**src/rtl/cascade_stage_controller_pkg.sv**
```systemverilog
// Shared definitions for the Haar cascade stage controller: FSM encoding, stage-table word
// layout, accumulator saturation limits and the compiled-in stage table image.
package cascade_stage_controller_pkg;

   localparam int unsigned StageAddrW = 10;
   localparam int unsigned StageDataW = 16;
   localparam int unsigned StageWordW = 2 * StageAddrW + StageDataW;

   // Stage-table word: {base_addr, classifier_size, stage_threshold}
   localparam int unsigned ThrLsb  = 0;
   localparam int unsigned SizeLsb = ThrLsb + StageDataW;
   localparam int unsigned BaseLsb = SizeLsb + StageAddrW;

   localparam logic [StageDataW-1:0] AccMax = {1'b0, {(StageDataW-1){1'b1}}};
   localparam logic [StageDataW-1:0] AccMin = {1'b1, {(StageDataW-1){1'b0}}};

   typedef enum logic [2:0] {
      StIdle,
      StLoad,
      StTrig,
      StAccum,
      StDecide,
      StReport
   } state_e;

   // Image of stage_info.mif; regenerate together with the classifier ROM.
   function automatic logic [StageWordW-1:0] stage_table_word(input int unsigned idx);
      logic [StageAddrW-1:0] base;
      logic [StageAddrW-1:0] size;
      logic [StageDataW-1:0] thr;
      case (idx)
         0: begin base = StageAddrW'(0);  size = StageAddrW'(3);  thr = StageDataW'(10);    end
         1: begin base = StageAddrW'(3);  size = StageAddrW'(3);  thr = StageDataW'(0);     end
         2: begin base = StageAddrW'(6);  size = StageAddrW'(20); thr = StageDataW'(32767); end
         3: begin base = StageAddrW'(26); size = StageAddrW'(1);  thr = StageDataW'(7);     end
         4: begin base = StageAddrW'(27); size = StageAddrW'(0);  thr = StageDataW'(0);     end
         default: begin
            base = StageAddrW'(27 + 2 * (idx - 5));
            size = StageAddrW'(2);
            thr  = StageDataW'(0);
         end
      endcase
      return {base, size, thr};
   endfunction

endpackage

```
**src/rtl/cascade_stage_controller_stage_info_rom.sv**
```systemverilog
// Synchronous per-stage parameter ROM, one word per cascade stage, 1-cycle read latency.
module cascade_stage_controller_stage_info_rom
   import cascade_stage_controller_pkg::*;
#(
   parameter int unsigned NumStages     = 25,
   parameter int unsigned IdxWidth      = 5,
   parameter string       StageInfoFile = "stage_info.mif"
) (
   input  logic                  clk_fpga,
   input  logic [IdxWidth-1:0]   addr_i,
   output logic [StageWordW-1:0] data_o
);

   // An empty image name yields an all-zero table.
   localparam bit HasImage = (StageInfoFile != "");

   logic [StageWordW-1:0] data_q;

   always_ff @(posedge clk_fpga) begin
      if (HasImage && (32'(addr_i) < NumStages)) begin
         data_q <= stage_table_word(32'(addr_i));
      end else begin
         data_q <= '0;
      end
   end

   assign data_o = data_q;

endmodule

```
**src/rtl/cascade_stage_controller.sv**
```systemverilog
// Haar cascade initiator: runs every stage of one window, accumulates haar values with
// saturation and reports the verdict. Optional statistics counters under CASCADE_STATS_EN.
module cascade_stage_controller
   import cascade_stage_controller_pkg::*;
#(
   parameter int unsigned NUM_STAGES      = 25,
   parameter int unsigned STAGE_IDX_WIDTH = 5,
   parameter int unsigned ADDR_WIDTH      = StageAddrW,
   parameter int unsigned DATA_WIDTH_12   = 12,
   parameter int unsigned DATA_WIDTH_16   = StageDataW,
   parameter string       STAGE_INFO_FILE = "stage_info.mif"
) (
   input  logic                        clk_fpga,
   input  logic                        reset_fpga,
   input  logic                        i_window_valid,
   output logic                        o_window_ready,
   output logic                        o_trigger_compare_stage,
   output logic [ADDR_WIDTH-1:0]       o_stage_base_address,
   output logic [ADDR_WIDTH-1:0]       o_classifier_size,
   input  logic                        i_haar_valid,
   input  logic signed [DATA_WIDTH_12-1:0] i_haar_value,
   input  logic                        i_is_end_of_stage,
   output logic                        o_result_valid,
   output logic                        o_is_candidate,
   output logic [STAGE_IDX_WIDTH-1:0]  o_reject_stage
`ifdef CASCADE_STATS_EN
   ,
   output logic [DATA_WIDTH_16-1:0]    o_num_windows,
   output logic [DATA_WIDTH_16-1:0]    o_num_candidates
`endif
);

   localparam logic [STAGE_IDX_WIDTH-1:0] LastStage = STAGE_IDX_WIDTH'(NUM_STAGES - 1);

   state_e                      state_q, state_d;
   logic [STAGE_IDX_WIDTH-1:0]  stage_q, stage_d;
   logic [DATA_WIDTH_16-1:0]    acc_q, acc_d;
   logic [ADDR_WIDTH-1:0]       base_q, base_d;
   logic [ADDR_WIDTH-1:0]       size_q, size_d;
   logic [DATA_WIDTH_16-1:0]    thr_q, thr_d;
   logic                        cand_q, cand_d;
   logic [STAGE_IDX_WIDTH-1:0]  reject_q, reject_d;
   logic [StageWordW-1:0]       rom_word;
   logic [DATA_WIDTH_16:0]      sum_wide;
   logic [DATA_WIDTH_16-1:0]    acc_sat;
   logic                        stage_pass;

   // Addressed with the next stage index so the word is ready while in LOAD.
   cascade_stage_controller_stage_info_rom #(
      .NumStages     (NUM_STAGES),
      .IdxWidth      (STAGE_IDX_WIDTH),
      .StageInfoFile (STAGE_INFO_FILE)
   ) u_stage_info_rom (
      .clk_fpga (clk_fpga),
      .addr_i   (stage_d),
      .data_o   (rom_word)
   );

   assign sum_wide = {acc_q[DATA_WIDTH_16-1], acc_q}
                   + {{(DATA_WIDTH_16 + 1 - DATA_WIDTH_12){i_haar_value[DATA_WIDTH_12-1]}},
                      i_haar_value};

   always_comb begin
      acc_sat = sum_wide[DATA_WIDTH_16-1:0];
      if (sum_wide[DATA_WIDTH_16] != sum_wide[DATA_WIDTH_16-1]) begin
         acc_sat = sum_wide[DATA_WIDTH_16] ? AccMin : AccMax;
      end
   end

   assign stage_pass = $signed(acc_q) >= $signed(thr_q);

   always_comb begin
      state_d  = state_q;
      stage_d  = stage_q;
      acc_d    = acc_q;
      base_d   = base_q;
      size_d   = size_q;
      thr_d    = thr_q;
      cand_d   = cand_q;
      reject_d = reject_q;
      unique case (state_q)
         StIdle: begin
            stage_d = '0;
            if (i_window_valid) begin
               state_d = StLoad;
            end
         end
         StLoad: begin
            acc_d   = '0;
            base_d  = rom_word[BaseLsb +: ADDR_WIDTH];
            size_d  = rom_word[SizeLsb +: ADDR_WIDTH];
            thr_d   = rom_word[ThrLsb +: DATA_WIDTH_16];
            state_d = (rom_word[SizeLsb +: ADDR_WIDTH] == '0) ? StDecide : StTrig;
         end
         StTrig: begin
            state_d = StAccum;
         end
         StAccum: begin
            if (i_haar_valid) begin
               acc_d = acc_sat;
            end
            if (i_is_end_of_stage) begin
               state_d = StDecide;
            end
         end
         StDecide: begin
            if (!stage_pass) begin
               state_d  = StReport;
               cand_d   = 1'b0;
               reject_d = stage_q;
            end else if (stage_q == LastStage) begin
               state_d  = StReport;
               cand_d   = 1'b1;
               reject_d = stage_q;
            end else begin
               stage_d = stage_q + STAGE_IDX_WIDTH'(1);
               state_d = StLoad;
            end
         end
         StReport: begin
            state_d = StIdle;
         end
         default: begin
            state_d = StIdle;
         end
      endcase
   end

   always_ff @(posedge clk_fpga) begin
      if (!reset_fpga) begin
         state_q  <= StIdle;
         stage_q  <= '0;
         acc_q    <= '0;
         base_q   <= '0;
         size_q   <= '0;
         thr_q    <= '0;
         cand_q   <= 1'b0;
         reject_q <= '0;
      end else begin
         state_q  <= state_d;
         stage_q  <= stage_d;
         acc_q    <= acc_d;
         base_q   <= base_d;
         size_q   <= size_d;
         thr_q    <= thr_d;
         cand_q   <= cand_d;
         reject_q <= reject_d;
      end
   end

   assign o_window_ready          = (state_q == StIdle);
   assign o_trigger_compare_stage = (state_q == StTrig);
   assign o_result_valid          = (state_q == StReport);
   assign o_stage_base_address    = base_q;
   assign o_classifier_size       = size_q;
   assign o_is_candidate          = cand_q;
   assign o_reject_stage          = reject_q;

`ifdef CASCADE_STATS_EN
   logic [DATA_WIDTH_16-1:0] num_windows_q;
   logic [DATA_WIDTH_16-1:0] num_candidates_q;

   always_ff @(posedge clk_fpga) begin
      if (!reset_fpga) begin
         num_windows_q    <= '0;
         num_candidates_q <= '0;
      end else if (state_q == StReport) begin
         num_windows_q <= num_windows_q + DATA_WIDTH_16'(1);
         if (cand_q) begin
            num_candidates_q <= num_candidates_q + DATA_WIDTH_16'(1);
         end
      end
   end

   assign o_num_windows    = num_windows_q;
   assign o_num_candidates = num_candidates_q;
`endif

endmodule

```
**config.mk**
```make
export PLATFORM = sky130hd
export DESIGN_NAME = cascade_stage_controller
export DESIGN_NICKNAME = d
export VERILOG_FILES = /design/src/rtl/cascade_stage_controller_pkg.sv /design/src/rtl/cascade_stage_controller_stage_info_rom.sv /design/src/rtl/cascade_stage_controller.sv
export SDC_FILE = /design/constraint.sdc
export NUM_CORES = 1
export LEC_CHECK = 0
export CAP_MARGIN = 20
export CORE_MARGIN = 8
export CORE_UTILIZATION = 35
export CTS_CLUSTER_SIZE = 8
export DETAILED_ROUTE_END_ITERATION = 8
export SLEW_MARGIN = 20
export SYNTH_ARGS = -nofsm -noshare
export SYNTH_HDL_FRONTEND = slang
export SYNTH_SLANG_ARGS = --single-unit
```
**constraint.sdc**
```tcl
create_clock -name clk_fpga -period 3.3 [get_ports clk_fpga]
set_input_delay 0.66 -clock clk_fpga [delete_from_list [all_inputs] [get_ports clk_fpga]]
set_output_delay 0.66 -clock clk_fpga [all_outputs]
set_load 0.01 [all_outputs]
```
# Word level (Yosys, flattened, before mapping)
# Index checks and enable logic that the tools add are counted.
dict set report op_classes {
  muxes 20
  magnitude_cmp 2
  eq_ne 15
  reduce_logical 8
  add_sub_neg 4
}
# cell n
set op_table {}
lappend op_table {{$pmux 10 s5} 1}
lappend op_table {{$mux 16} 3}
lappend op_table {{$pmux 15 s3} 1}
lappend op_table {{$pmux 16 s2} 1}
lappend op_table {{$mux 5} 4}
lappend op_table {{$pmux 5 s4} 1}
lappend op_table {{$add 16x12->17} 1}
lappend op_table {{$ge 16x16->1} 1}
lappend op_table {{$mux 3} 5}
lappend op_table {{$pmux 3 s5} 1}
lappend op_table {{$add 5x10->10 const A} 1}
lappend op_table {{$eq 5x2->1 const B} 2}
lappend op_table {{$logic_not 10->1} 1}
lappend op_table {{$pmux 5 s2} 1}
lappend op_table {{$eq 3x2->1 const B} 2}
lappend op_table {{$eq 3x3->1 const B} 2}
lappend op_table {{$ne 2x2->1 const B} 3}
lappend op_table {{$reduce_and 2->1} 3}
lappend op_table {{$sub 5x3->6 const B} 1}
lappend op_table {{$add 5x1->5 const B} 1}
lappend op_table {{$eq 5x1->1 const B} 1}
lappend op_table {{$eq 5x3->1 const B} 1}
lappend op_table {{$eq 5x5->1 const B} 1}
lappend op_table {{$logic_not 5->1} 1}
lappend op_table {{8 further kinds} 9}
dict set report word_totals {
  input_bits 17
  regBits 102
}

# Depth between registers and ports, before layout
# Gate-level depths: netlist of the first run.
dict set report logic_depth {
  word_depth 7
  ltp_mapped 15
  ltp_nobuf 14
}

# Modules after synthesis
# Synthesis of the first run repeated with hierarchy kept, for this count alone.
dict set report unflattened {
  cells_unflattened 617
  area_unflattened_um2 4890.9
}
# mod cells_per_inst area_per_inst_um2 n_inst
set by_module_without_submodules {}
lappend by_module_without_submodules {cascade_stage_controller 506 3932.5 1}
lappend by_module_without_submodules {cascade_stage_controller_stage_info_rom 111 958.4 1}

# Worst setup path after synthesis of the first run
# OpenSTA, ideal clock, no wires.
dict set report synth_path {
  path_kind {in2reg}
  start {in i_haar_value[0]}
  end {reg acc_q[14]}
  setup_time_ps 117
  stages 11
  n_path_buf 0
  setup_slack_ps -49
  t_arrival_ps 3232
  path_cell_list {ha_1 fa_1 a21o_1 a21oi_2 o21ai_1 a21o_1 a21oi_1 nor3_1 a311o_1 or4_1 a22o_1}
}
dict set report synth_between {
  elab_chain_cells 5
  elab_cells_between_ends 6
  classes_between {1 x add/sub; 1 x eq/ne; 4 x mux}
}
# item line_no
set synth_lines {}
lappend synth_lines {{from (decl)} cascade_stage_controller.sv:21} ;# input logic signed [DATA_WIDTH_12-1:0] i_haar_value,
lappend synth_lines {{$add 16x12->17 *} cascade_stage_controller.sv:60} ;# + {{(DATA_WIDTH_16 + 1 - DATA_WIDTH_12){i_haar_value[DATA_WIDTH_12-1]}},
lappend synth_lines {{$mux 16 / $ne 1x1->1 (equally long branches)} {cascade_stage_controller.sv:66, cascade_stage_controller.sv:65}}
lappend synth_lines {{$mux 16 *} cascade_stage_controller.sv:65} ;# if (sum_wide[DATA_WIDTH_16] != sum_wide[DATA_WIDTH_16-1]) begin
lappend synth_lines {{$mux 16 *} cascade_stage_controller.sv:99} ;# if (i_haar_valid) begin
lappend synth_lines {{$pmux 16 s2 *} cascade_stage_controller.sv:81} ;# unique case (state_q)
lappend synth_lines {{to (signal assigned)} cascade_stage_controller.sv:133} ;# acc_q <= '0;
lappend synth_lines {{to (signal assigned)} cascade_stage_controller.sv:142} ;# acc_q <= acc_d;
lappend synth_lines {{to (decl)} cascade_stage_controller.sv:37} ;# logic [DATA_WIDTH_16-1:0] acc_q, acc_d;
# Mark *: on every way between the ends. The rest lies on a longest branch, timed or not. The select of a mux whose other input is x is not followed.
# A chain may end at the register's enable or synchronous reset.

# Worst setup path after layout of the first run
dict set report layout_path {
  start {in i_haar_value[5]}
  end {reg acc_q[14]}
}
# Same word-level chain as after synthesis.

==> run metrics, run 1 <==
Final setup viols 0; final setup margin between 0.03 and 0.04 ns; via count 3632; post-synth top area share 0.332; Max-cap violations 0; synth top area cells dfxtp_1 33%, ha_1 12%, nand2_1 8.4%; Fmax achieved 0.306 GHz; largest fanout on the critical path 3; Layout Cells excl Fill between 700 and 800; pin count of the biggest net entering global routing 21; Worst setup SP type input port; fin util 0.473; Final nets 637; CTS Root Cell clkbuf_8; Clock transition at path regs 0.08 ns; Post-Syn Area 3860 sq um; vias in the first global route 3600; post-synth top area cell dfxtp_1; layout cells sized above 1 0.176; initial antenna violation count 0; critical path arrival roughly 3.5 ns; Starting Density 0.358; ys flop type dfxtp_1; YS warnings 0; clk sink count 64; post-DR wirelength/cell 13.7 um; Core Rows 38; most frequent cells after synthesis 86 x nand2_1, 64 x dfxtp_1, 45 x a21oi_1, 38 x ha_1, 34 x nor2_1; final wirelength 9930 um; maximum VDD drop ~230 uV; Post-synth EDFFs 0; DR pass1 iterations 4; placed instance count 703; Seq/Total Area, Yosys 0.332; Slew @ Worst Pin 0.603 ns; fin. max-slew vios 0; synth unique cells 65; dpl hpwl 7310 um; Post-Synthesis Cells about 490; status finished, final reports clean; asr flop ratio synth 0; post-cts hold buffer count 0; Rel. slew slack 0.598; vias per cell 5.00; Congestion Overflow GR 0; final hold vios 0; die area 14600 sq um; die height 121 um; synthesized area per cell 7.91 sq um; Die W 121 um; first-pass GRT wire length approximately 16000 um; Port-buffer cells 39; # DRC 0; Max clock buf depth 2; post-route setup TNS 0 ns; post-synthesis register bit count 64; CTS HTree Levels 3; Worst-Skew Late Latency ~0.34 ns; reg2reg path depth 14; CTS tree yes; final period demand of the worst path about 3.3 ns; gr usage total 0.134; core area 10800 sq um; Clock Skew around 0.014 ns; Worst EP required between 3 and 4 ns; Fillers ~1100; Hold Path Depth 2; ant diodes 0; pre-CTS WS -0.436 ns; total CTS buffers 9; CP endpoint kind flip-flop; Final Wtd Congestion 0.917; Final ANT Viol Nets 0; hold slack approximately 0.43 ns; Area Overhead vs Synth 32.2%; CP Class in2reg; Final Cycle Share 0.990; Hold Path Class reg2reg; cell with the most instances after synthesis nand2_1; Ports 46; leakage 2.28 nW; initial detailed-routing violation count about 180; PwrDens 350 nW/um^2
-- worst max-delay path: stages --
cell and delay, ns:
clkdlybuf4s50_1 0.44, ha_4 0.28, o21a_1 0.11, o211ai_1 0.13
or2_1 0.26, o211ai_2 0.19, nand2_1 0.09, mux2_1 0.33
a311o_1 0.29, or4_1 0.52, a22o_1 0.21
-- flip-flops by register name, summed over array words and instances, names as in the netlist --
signal and count:
acc_q 16, o_classifier_size 3, o_is_candidate 1, o_reject_stage 5, o_stage_base_address 10, stage_q 5
state_q 3, thr_q 4, u_stage_info_rom.data_o 17
-- logic make-up after synthesis --
family	Yosys count	share of synthesized area
mux	7	0.0185
compound gates	129	0.206
flops	64	0.332
xor+xnor	16	0.0363
simple gates	183	0.223
fa+ha+maj	39	0.128
buf+inv	49	0.0548
other cells	1	0.000972
-- placed cells by master, fill, tap and decap left out, types with 7 or more instances in the layout --
| cell type | netlist | final |
|---|---|---|
| nand2_1 | 86 | 86 |
| dfxtp_1 | 64 | 64 |
| buf_4 | 7 | 59 |
| a21oi_1 | 45 | 42 |
| ha_1 | 38 | 35 |
| clkdlybuf4s50_1 | 0 | 35 |
| nor2_1 | 34 | 34 |
| o21ai_0 | 29 | 29 |
| inv_1 | 27 | 26 |
| xnor2_1 | 11 | 11 |
| nand3_1 | 10 | 10 |
| clkbuf_8 | 0 | 10 |
| a21o_1 | 9 | 9 |
| nor3_1 | 11 | 8 |
| and3_1 | 7 | 7 |
-- per-layer routing --
metal | share of wire | GRT usage | routed length, um | vias to the layer above
met5 | 0 | 0 | 0 | -
met4 | 0.015 | 0.0422 | 145 | 0
met3 | 0.046 | 0.0396 | 460 | 12
met2 | 0.46 | 0.219 | 4560 | 67
met1 | 0.48 | 0.166 | 4760 | 1670
li1 | - | - | - | 1883
-- metrics by stage --
| step | total power, mW | cell area [sq um] |
|---|---|---|
| 2_1_floorplan | 0.947 | 3880 |
| 3_3_place_gp | 1.03 | 4730 |
| 3_5_place_dp | 1.04 | 4730 |
| 4_1_cts | 1.79 | 4980 |
| 5_1_grt | 1.87 | 5100 |
| 6_report | 1.79 | 5100 |
-- what timing repair did --
item	in CTS	in global routing
setup buffers	2	5
pin swaps	4	21
setup endpoints to repair	1	8
gates resized for setup	4	16
-- power breakdown --
group / internal [mW] / switching (mW) / leakage (nW)
clock: 0.445 / 0.305 / 0.106
combinational: 0.109 / 0.137 / 1.66
sequential: 0.784 / 0.00646 / 0.517
-- layout make-up --
cell class              instances  area [sq um]  share of cell area
clock buffers                  11           141              0.0277
flip-flops and latches         64          1280               0.251
multi-input cells             380          2470               0.485
inverters                      28           105              0.0206
well taps                     140           175              0.0343
clock inverters                 5          80.1              0.0157
repair buffers                 98           843               0.165
-- path summary, 6_finish.rpt --
path | slack [ns] | to | from
worst max register to register | 0.18 | u_stage_info_rom.data_o[30] | thr_q[13]
worst max-delay path | 0.03 | acc_q[14] | i_haar_value[5]
worst min-delay path | 0.43 | o_stage_base_address[9] | u_stage_info_rom.data_o[35]
worst min register to register | 0.43 | o_stage_base_address[9] | u_stage_info_rom.data_o[35]
(Power assumes the default switching activity.)
==> run 2: changes to the inputs <==
Settings changed: CELL_PAD_IN_SITES_DETAIL_PLACEMENT from default to 1, CELL_PAD_IN_SITES_GLOBAL_PLACEMENT from default to 2, CORE_MARGIN 8 to 2, CORE_UTILIZATION 35 to 30, CTS_CLUSTER_DIAMETER from default to 30, PLACE_DENSITY_LB_ADDON from default to 0.1.
==> run metrics, run 2 (synthesis results as in run 1) <==
status finished, final reports clean; CTS tree yes; Hold Path Class reg2reg; DR pass1 iterations 4 (unchanged); die area 13800 sq um (-5.8%); Worst-Skew Late Latency 0.34 ns (about the same); initial detailed-routing violation count 167 (-9.2%); Port-buffer cells 39 (unchanged); Fmax achieved 0.310 GHz (+1.2%); vias in the first global route 3949 (+9.7%); Clock transition at path regs 0.05 ns (-0.03 ns); WHS Endpoint thr_q[3]; die height 117 um (-3.0%); maximum VDD drop 282 uV (+23%); Slew @ Worst Pin 0.618 ns (+0.0144 ns); Internal 1.51 mW (+13%); largest fanout on the critical path 7 (+4); CP endpoint kind flip-flop; CP Class reg2reg; reg2reg end u_stage_info_rom.data_o[30]; pin count of the biggest net entering global routing 18 (-14%); Clock Skew 0.00893 ns (-0.00479 ns); dpl hpwl 8880 um (+21%); most common cell after layout, fill and taps aside nand2_1; Layout Cells excl Fill 781 (+7.6%); Hold Path Depth 2 (unchanged); CTS HTree Levels 3 (unchanged); initial antenna violation count 0 (unchanged); Rel. slew slack 0.587 (-0.0106); r2r setup slk 0.07 ns (-0.11 ns); Core Rows 41 (+7.9%); post-DR wirelength/cell 15.3 um (+12%); Congestion Overflow GR 0 (unchanged); Reg2Reg Launch Point thr_q[13]; core area 12600 sq um (+16%); vias per cell 4.93 (-1.4%); final hold vios 0 (unchanged); PwrDens 360 nW/um^2 (+2.8%); max FFs per register 17 (unchanged); placed instance count 752 (+7.0%); Final nets 661 (+3.8%); Clock power frac 0.470 (+0.050); Max-cap violations 0 (unchanged); Final Cycle Share 0.979 (-0.0116); Final Wtd Congestion 0.890 (-3.0%); Worst EP required 3.56 ns (+0.03 ns); Ports 46 (unchanged); Max clock buf depth 2 (unchanged); Switching Share 0.248 (-0.00253); Final ANT Viol Nets 0 (unchanged); critical path arrival 3.49 ns (about the same); # DRC 0 (unchanged); via count 3852 (+6.1%); ant diodes 0 (unchanged); Area Overhead vs Synth 44.6%; CTS Root Cell clkbuf_16; final period demand of the worst path 3.23 ns (-0.0383 ns); pre-CTS WS -0.468 ns (-0.0326 ns); final setup margin 0.0708 ns (+0.0383 ns); first-pass GRT wire length 19500 um (+19%); total CTS buffers 9 (unchanged); clk sink count 64 (unchanged); RSZ-0062 raised after global routing true; gr usage total 0.174 (+0.0398); Worst setup SP type flip-flop; leakage 2.47 nW (+8.2%); Final setup viols 0 (unchanged); fin. max-slew vios 0 (unchanged); hold slack 0.432 ns (-0.00306 ns); post-cts hold buffer count 0 (unchanged); layout cells sized above 1 0.251 (+0.0755); final wirelength 11900 um (+20%); reg2reg path depth 17 (+3); Seq pwr share 0.396 (-0.047); Die W 117 um (-3.0%); Comb power frac 0.134 (-0.004); hold path start u_stage_info_rom.data_o[3]; Pwr Total 2.01 mW (+12%); Starting Density 0.307 (-0.0505); Net Switching 0.499 mW (+11%); fin util 0.444 (-0.0285); commonest non-fill, non-tap cells in the layout 83 x nand2_1, 78 x buf_4, 63 x dfxtp_1
-- run 2: changes by cell type in the layout (fill, tap and decap cells not counted), sizes merged --
cell           delta
dlymetal6s2s      +1
clkdlybuf4s50     -1
inv               -1
bufinv            -1
buf              +24
clkinv            +1
clkbuf            +1
clkinvlp          -1
-- run 2: per-layer routing --
layer / global-route usage / routed length [um]
met5: 0 / 0
met2: 0.296 / 5900
met3: 0.0345 / 258
met4: 0.0745 / 231
met1: 0.214 / 5530
-- run 2: metrics by stage --
stage          TNS (ns)  instance area (sq um)
2_1_floorplan         0                   3880
3_3_place_gp      -2.24                   4900
3_5_place_dp      -2.96                   4900
4_1_cts        -0.00736                   5230
5_1_grt          -0.794                   5580
6_report              0                   5580
-- run 2: layout make-up --
class / count / area [sq um]
clock buffer: 12 / 246
tap: 172 / 215
multi-input combinational: 380 / 2640
fill: 1502 / 6990
timing repair buffer: 122 / 1040
clock inverter: 3 / 42.5
inverter: 28 / 113
sequential: 64 / 1280
-- run 2: timing repair --
item                                    in CTS  in global routing
pin swaps                                    6                 43
buffers inserted                             2                 13
resized for setup                            8                 56
endpoints found under the setup margin       3                 14
-- run 2: how the worst max path moves through the flow --
| stage | start | to | slack [ns] |
|---|---|---|---|
| after floorplan | i_haar_value[0] | acc_q[14] | 0.04 |
| after global placement | i_haar_value[11] | acc_q[14] | -0.40 |
| after detailed placement | i_haar_value[0] | acc_q[14] | -0.47 |
| after CTS | i_haar_value[5] | acc_q[14] | -0.007 |
| after global routing | thr_q[13] | u_stage_info_rom.data_o[30] | -0.17 |
| final | thr_q[13] | u_stage_info_rom.data_o[30] | 0.07 |
-- run 2: power by group through the flow --
stage | registers [mW] | logic [mW] | clock network [mW]
finish | 0.794 | 0.269 | 0.944
global route | 0.795 | 0.301 | 1.01
CTS | 0.794 | 0.254 | 0.981
detailed placement | 0.811 | 0.250 | 0
global placement | 0.810 | 0.246 | 0
floorplan | 0.808 | 0.139 | 0
-- run 2: critical path, stage by stage, from the launching register on --
cell and delay [ns]:
dfxtp_2 0.35, clkinv_4 0.11, ha_4 0.28, nand4b_1 0.19, buf_4 0.21, nor4_4 0.30
buf_4 0.16, o211ai_1 0.07, o21ai_1 0.17, nor3_4 0.06, buf_6 0.15, buf_6 0.12
ha_4 0.27, inv_4 0.03, a32oi_4 0.21, nand2_2 0.13, xnor2_2 0.16, o22ai_1 0.18
==> run 3: changes to the inputs <==
Settings changed: REMOVE_ABC_BUFFERS from default to 1.
==> run metrics, run 3 (synthesis results as in run 1) <==
status finished, final reports clean; leakage 2.34 nW (-5.1%); Port-buffer cells 39 (unchanged); die height 117 um (unchanged); Final Wtd Congestion 0.803 (-9.8%); vias in the first global route 3812 (-3.5%); total CTS buffers 9 (unchanged); layout cells sized above 1 0.199 (-0.0522); vias per cell 4.84 (-1.9%); r2r setup slk 0.15 ns (+0.08 ns); hold slack 0.432 ns (+0.000601 ns); dpl hpwl 8410 um (-5.2%); Area Overhead vs Synth 38.2%; Final Cycle Share 0.962 (-0.0166); Congestion Overflow GR 0 (unchanged); PwrDens 378 nW/um^2 (+5.0%); initial detailed-routing violation count 106 (-37%); DR pass1 iterations 4 (unchanged); maximum VDD drop 263 uV (-6.8%); fin. max-slew vios 0 (unchanged); ant diodes 0 (unchanged); Final setup viols 0 (unchanged); final period demand of the worst path 3.17 ns (-0.0548 ns); CTS tree yes; Worst EP required 3.53 ns (-0.03 ns); CTS Root Cell clkbuf_16; fin util 0.424 (-0.0198); Hold Path Class reg2reg; CP Class in2reg; Worst-Skew Late Latency 0.34 ns (about the same); Final nets 644 (-2.6%); max FFs per register 17 (unchanged); final hold vios 0 (unchanged); # DRC 0 (unchanged); Clock Skew 0.00631 ns (-0.00262 ns); final wirelength 11000 um (-7.7%); first-pass GRT wire length 18300 um (-6.1%); Core Rows 41 (unchanged); gr usage total 0.162 (-0.0123); Fmax achieved 0.315 GHz (+1.7%); pin count of the biggest net entering global routing 31 (+13); Slew @ Worst Pin 0.640 ns (+0.0225 ns); initial antenna violation count 0 (unchanged); core area 12600 sq um (unchanged); Max stage delay on crit path 0.51 ns (+0.16 ns); Max-cap violations 0 (unchanged); Die W 117 um (unchanged); critical path arrival 3.40 ns (-0.09 ns); Starting Density 0.307 (unchanged); via count 3703 (-3.9%); commonest non-fill, non-tap cells in the layout 85 x nand2_1, 66 x buf_4, 63 x dfxtp_1; CP max stage cell or4_1; CP cell instances clkdlybuf4s50_1 > ha_1 > a21oi_2 > o211a_1 > o211ai_2 > nand2_1 > mux2_4 > a311o_1 > or4_1 > a22o_1; largest fanout on the critical path 4 (-3); most common cell after layout, fill and taps aside nand2_1; post-cts hold buffer count 0 (unchanged); CTS HTree Levels 3 (unchanged); die area 13800 sq um (unchanged); Clock transition at path regs 0.06 ns (about the same); Rel. slew slack 0.573 (-0.0140); Ports 46 (unchanged); post-DR wirelength/cell 14.4 um (-5.7%); CP endpoint kind flip-flop; Worst setup SP type input port; Final ANT Viol Nets 0 (unchanged); Max clock buf depth 2 (unchanged); clk sink count 64 (unchanged)
run 3: per-stage QoR:
step / setup WS (ns) / power [mW] / setup TNS [ns] / instance area, sq um / cells
2_1_floorplan: -0.136 / 0.937 / -0.136 / 3770 / 472
3_3_place_gp: -0.460 / 1.04 / -3.10 / 4790 / 738
3_5_place_dp: -0.519 / 1.05 / -4.07 / 4790 / 738
4_1_cts: -0.0110 / 2.03 / -0.0110 / 5120 / 754
5_1_grt: -0.0119 / 2.11 / -0.0227 / 5330 / 765
6_report: 0.126 / 2.01 / 0 / 5330 / 765
run 3: critical path: cells and delay by family:
kind | cells | cell delay (ns)
adders and majority gates | 1 | 0.34
and+or+nand+nor | 2 | 0.60
muxes | 1 | 0.30
AOI/OAI and AO/OA | 5 | 1.09
buffers and inverters | 1 | 0.41
run 3: path summary, 6_finish.rpt:
check | cells after the start | endpoint | startpoint
worst max-delay path | 10 | acc_q[14] | i_haar_value[2]
worst min-delay path | 2 | o_stage_base_address[8] | u_stage_info_rom.data_o[34]
worst max register to register | 14 | u_stage_info_rom.data_o[30] | thr_q[13]
worst min register to register | 2 | o_stage_base_address[8] | u_stage_info_rom.data_o[34]
run 3: layout make-up:
cell class | instances | area, sq um
well taps | 172 | 215
repair buffers | 105 | 895
flip-flops and latches | 64 | 1280
clock inverters | 7 | 78.8
clock buffers | 9 | 225
fillers | 1504 | 7240
multi-input cells | 380 | 2530
inverters | 28 | 108
run 3: power by group:
part           leakage (nW)  switching, mW  internal [mW]  total, mW
registers             0.517        0.00905          0.785      0.794
logic                  1.69          0.140          0.110      0.249
clock network         0.139          0.381          0.591      0.972
total                  2.34          0.530           1.49       2.01
run 3: routing by layer:
layer / wire length [um] / up-vias / GRT usage
met4: 90 / 0 / 0.0316
met1: 5450 / 1763 / 0.205
met2: 5200 / 37 / 0.278
met5: 0 / - / 0
met3: 265 / 7 / 0.0428
li1: - / 1896 / -
run 3: timing repair:
action	in CTS	in global routing
endpoints found under the setup margin	4	8
gates cloned	0	0
resized for setup	9	22
pin swaps	7	29
buffers inserted	0	11
endpoints found under the hold margin	0	0
